**config.mk**
```make
export PLATFORM = sky130hd
export DESIGN_NAME = pipe_hazard_scoreboard
export DESIGN_NICKNAME = d
export VERILOG_FILES = /design/src/rtl/pipe_hazard_scoreboard.sv
export SDC_FILE = /design/constraint.sdc
export NUM_CORES = 1
export LEC_CHECK = 0
export ABC_AREA = 0
export CAP_MARGIN = 20
export CELL_PAD_IN_SITES_DETAIL_PLACEMENT = 1
export CELL_PAD_IN_SITES_GLOBAL_PLACEMENT = 2
export CORE_ASPECT_RATIO = 0.6
export CORE_MARGIN = 8
export CORE_UTILIZATION = 34
export CTS_BUF_LIST = sky130_fd_sc_hd__clkbuf_8 sky130_fd_sc_hd__clkbuf_16
export CTS_CLUSTER_DIAMETER = 120
export DETAILED_ROUTE_END_ITERATION = 8
export PLACE_DENSITY_LB_ADDON = 0.1
export SLEW_MARGIN = 20
export SYNTH_ARGS = -nofsm -noshare
export SYNTH_HDL_FRONTEND = slang
export SYNTH_SLANG_ARGS = --single-unit
```
**constraint.sdc**
```tcl
create_clock -name clk -period 5.03 [get_ports clk]
set_input_delay 0.7545 -clock clk [delete_from_list [all_inputs] [get_ports clk]]
set_output_delay 0.7545 -clock clk [all_outputs]
set_load 0.05 [all_outputs]
```
**src/rtl/pipe_hazard_scoreboard.sv**
```systemverilog
// pipe_hazard_scoreboard
//   Hazard and bypass controller for the in-order pipeline. A shadow pipeline
//   of in-flight register writers (valid, rd, is_load) shifts one entry per
//   cycle. The ID-stage sources are matched against it to produce a stall,
//   per-operand bypass selects, an issue strobe and a saturating stall counter.
//   Build option: define PIPE_FWD_EN to enable bypassing. Without it, every
//   pending writer of a source stalls ID and operands come from the regfile.
module pipe_hazard_scoreboard #(
   parameter int REG_AW      = 5,
   parameter int DEPTH       = 3,
   parameter int LOAD_READY  = 1,
   parameter int KILL_STAGES = 1,
   parameter int CNT_W       = 16,
   localparam int FWD_W      = $clog2(DEPTH + 1)
) (
   input  logic              clk,
   input  logic              rst_n,
   input  logic              id_valid,
   input  logic [REG_AW-1:0] id_rs,
   input  logic              id_rs_used,
   input  logic [REG_AW-1:0] id_rt,
   input  logic              id_rt_used,
   input  logic              id_wr_en,
   input  logic [REG_AW-1:0] id_rd,
   input  logic              id_is_load,
   input  logic              flush,
   output logic              stall,
   output logic              issue,
   output logic [FWD_W-1:0]  fwd_rs_sel,
   output logic [FWD_W-1:0]  fwd_rt_sel,
   output logic [CNT_W-1:0]  stall_cnt
);

   logic [DEPTH-1:0]  sh_valid;
   logic [DEPTH-1:0]  sh_load;
   logic [REG_AW-1:0] sh_rd [DEPTH];

   logic rs_hit, rt_hit;
   logic rs_lu, rt_lu;
   logic stall_cond;
`ifdef PIPE_FWD_EN
   logic [FWD_W-1:0] rs_sel, rt_sel;
`endif

   // Youngest-match search: scanning oldest to youngest lets the lowest index win.
   always_comb begin
      rs_hit = 1'b0;
      rt_hit = 1'b0;
      rs_lu  = 1'b0;
      rt_lu  = 1'b0;
`ifdef PIPE_FWD_EN
      rs_sel = '0;
      rt_sel = '0;
`endif
      for (int k = DEPTH - 1; k >= 0; k--) begin
         if (id_rs_used && (id_rs != '0) && sh_valid[k] && (sh_rd[k] == id_rs)) begin
            rs_hit = 1'b1;
            rs_lu  = sh_load[k] && (k < LOAD_READY);
`ifdef PIPE_FWD_EN
            rs_sel = FWD_W'(k + 1);
`endif
         end
         if (id_rt_used && (id_rt != '0) && sh_valid[k] && (sh_rd[k] == id_rt)) begin
            rt_hit = 1'b1;
            rt_lu  = sh_load[k] && (k < LOAD_READY);
`ifdef PIPE_FWD_EN
            rt_sel = FWD_W'(k + 1);
`endif
         end
      end
   end

   // Stall condition and bypass selects; a load-use hit is always also a plain hit.
   always_comb begin
`ifdef PIPE_FWD_EN
      stall_cond = (rs_hit & rs_lu) | (rt_hit & rt_lu);
      fwd_rs_sel = rs_sel;
      fwd_rt_sel = rt_sel;
`else
      stall_cond = rs_hit | rt_hit | rs_lu | rt_lu;
      fwd_rs_sel = '0;
      fwd_rt_sel = '0;
`endif
      stall = id_valid & ~flush & stall_cond;
      issue = id_valid & ~stall & ~flush;
   end

   // Shadow pipeline shifts every cycle; flush kills the young entries only.
   always_ff @(posedge clk or negedge rst_n) begin
      if (!rst_n) begin
         sh_valid <= '0;
         sh_load  <= '0;
         for (int k = 0; k < DEPTH; k++) sh_rd[k] <= '0;
      end else begin
         for (int k = 1; k < DEPTH; k++) begin
            sh_valid[k] <= sh_valid[k-1] && !(flush && (k < KILL_STAGES));
            sh_load[k]  <= sh_load[k-1];
            sh_rd[k]    <= sh_rd[k-1];
         end
         sh_valid[0] <= issue & id_wr_en & (id_rd != '0);
         sh_load[0]  <= id_is_load;
         sh_rd[0]    <= id_rd;
      end
   end

   // Saturating count of stalled cycles.
   always_ff @(posedge clk or negedge rst_n) begin
      if (!rst_n) begin
         stall_cnt <= '0;
      end else if (stall && (stall_cnt != {CNT_W{1'b1}})) begin
         stall_cnt <= stall_cnt + 1'b1;
      end
   end

endmodule

```
==> results.ini <==
[finish]
syn2layout_area_growth_pct = 29.8
nets = 219
fillers = 561
antenna_cells_inserted = 0
fin_cells = 262
layout_commonest_cell = clkdlybuf4s50_1
mostFrequentLayoutCells = clkdlybuf4s50_1, xor2_1, dfrtp_1
drive_gt1_share_pct = 13.8

[power]
power_frac_clock_pct = 35.5
switching_share_pct = 26.8
comb_power_share_pct = 14.0
seqPwrFrac_pct = 50.5
ir_drop_uv = 111
cell_internal_pwr_mw = 0.425
power.density_nw_per_um2 = 249
p_switching_mw = 0.155
leakagePower_nw = 0.982

[clocking]
cts_setup_buffers = 0
clk_path_buf_depth = 2
cts_resized = 0
cts_hold_buffers = 0
h-tree-depth = 2
cts_buffers = 5
cts_root_buf = clkbuf_8
cts.clk_slew.worst_paths_ns = 0.07
clk-insertion-delay-late_ns = 0.28
cts_tree = done
numClockSinks = 34

[floorplanning]
rows = 20
io_pins = 45
coreArea_sq_um = 5080
die_y_um = 72.3
die_x_um = 110
start_util_pct = 35.3
dieArea_sq_um = 7930

[run_status]
status = complete, no violations

[logic_synthesis]
synthesis.area_sq_um = 1790
ys_seq_area_share_pct = 47.5
syn_inst = 151
synthDistinctLibCells = 27
avgSynthCellArea_sq_um = 11.9
yosysWarnings = 0
postSynthRegisterBits = 34

[drt]
vias_per_cell = 4.98
final_antenna_net_count = 0
vias = 1306
firstDrtPassIters = 4
drt-initial-drc-count = 52
wire_per_inst_um = 18.2
remaining_drc_errors = 0
routed_wl_um = 4770

[worst_setup_path]
cp_num_cells = 7
crit_path_max_fanout = 17
critical_path.max_stage_delay_ns = 0.85
rr_worst_depth = 6
cp_data_arrival_time_ns = 3.43
startpoint_type = input pin
path_class = in2out
cp_common_cell = clkdlybuf4s50_1
worst-path-buf-inv = 2
crit_chain = clkdlybuf4s50_1 -> xor2_1 -> nor4_1 -> nand3_1 -> a31o_4 -> a21oi_1 -> clkdlybuf4s50_1
required_ns = 4.28
crit_path_end_kind = output pin
crit_path_top_delay_cell = clkdlybuf4s50_1
critPathTopFamily = buffers and inverters

[timing]
final.setup.tns_ns = 0
rsz0062_at_grt = false
final.setup_skew_ns = 0.00306
max_clock_freq_ghz = 0.239
maxSlewHeadroom_pct = 44.8
finalSetupViolCount = 0
finalCritPeriodShare_pct = 83.2
min_period_ns = 4.18
tightest_slew_ns = 0.828
drv_slew = 0
hold_viol = 0

[grt]
grt_first_pass_wirelength_um = 7960
grt_pass1_vias = 1498
grt_max_degree = 35
antenna_found_initial = 0
grt.overflow.total = 0
grt_usage_pct = 13.1

[min_path]
hold_path.class = reg2reg
min_path_cells = 0

[run]
max-cap-violations = 0

[placed_design]
dp_hpwl_um = 3710
place_inst = 254
finalWeightedCongestion = 0.929
portBuffers = 39

layout make-up:
type,instances,area [sq um],area share [%]
Clock buffer,6,82.6,3.55
Multi-Input combinational cell,110,886,38.1
Timing Repair Buffer,41,405,17.4
Inverter,3,11.3,0.484
Clock inverter,2,8.76,0.376
Sequential cell,34,851,36.6
Tap cell,66,82.6,3.55
state kept, by name, indices dropped and copies added, names as in the netlist:
register,flops
stall_cnt,16
sh_rd,15
sh_valid,3
layer usage:
layer	vias up	track usage [%]	share of wire (%)	routed length, um
met3	2	4.16	6.2	297
li1	618	-	-	-
met1	651	18.7	50	2410
met5	-	0	0	0
met2	35	18.0	43	2030
met4	0	4.02	0.75	36
logic make-up (layout without fill, tap and decap cells):
family          after synthesis  in the layout  synth area share, %
other cells                   1              4                0.209
xor+xnor                     45             45                 22.0
buf+inv                      10             52                 3.77
simple gates                 37             37                 11.2
flops                        34             34                 47.5
mux                           1              1                0.628
compound gates               22             22                 14.0
fa+ha+maj                     1              1                0.698
worst paths after layout:
kind,end,slack [ns],from
setup / recovery,stall,0.85,id_rt[2]
hold / removal,sh_valid[1],0.42,sh_valid[0]
setup reg to reg,stall_cnt[1],2.63,stall_cnt[8]
hold reg to reg,sh_valid[1],0.42,sh_valid[0]
max in group asynchronous,stall_cnt[6],3.83,rst_n
min in group asynchronous,sh_rd[12],0.88,rst_n
per-stage QoR:
| stage | utilization (%) | total power [mW] | hold slack, ns | cell area (sq um) | worst slack (ns) |
|---|---|---|---|---|---|
| 2_1_floorplan | - | 0.340 | 0.373 | 1800 | 1.75 |
| 3_3_place_gp | 44.0 | 0.377 | 0.399 | 2240 | 0.885 |
| 3_5_place_dp | 44.0 | 0.380 | 0.396 | 2240 | 0.832 |
| 4_1_cts | 45.8 | 0.590 | 0.412 | 2330 | 0.823 |
| 5_1_grt | 45.8 | 0.603 | 0.426 | 2330 | 0.710 |
| 6_report | 45.8 | 0.580 | 0.416 | 2330 | 0.846 |
cells in the mapped netlist:
cell type / number / area (sq um)
nand2b_1: 1 / 6.26
o21ai_0: 1 / 5.00
nor4_2: 1 / 12.5
nor2_1: 3 / 11.3
conb_1: 1 / 3.75
ha_1: 1 / 12.5
mux2_2: 1 / 11.3
nand4_1: 2 / 12.5
o21ai_1: 2 / 10.0
xnor2_1: 7 / 61.3
dfrtp_1: 34 / 851
inv_1: 3 / 11.3
a2111oi_2: 6 / 90.1
nor3_1: 2 / 10.0
nand3_1: 12 / 60.1
nor4_1: 5 / 31.3
a31o_2: 1 / 8.76
a31o_4: 1 / 17.5
and3_1: 2 / 12.5
a21oi_1: 2 / 10.0
xor2_1: 38 / 333
buf_6: 1 / 11.3
a211oi_2: 8 / 100
a41o_1: 1 / 10.0
or4_1: 3 / 22.5
buf_4: 6 / 45.0
nand2_1: 6 / 22.5
power groups by stage:
stage | registers [mW] | logic [mW] | clock network, mW
global route | 0.294 | 0.0873 | 0.222
global placement | 0.298 | 0.0794 | 0
detailed placement | 0.298 | 0.0814 | 0
floorplan | 0.302 | 0.0374 | 0
finish | 0.293 | 0.0812 | 0.206
CTS | 0.293 | 0.0822 | 0.215
(Power assumes the default switching activity.)
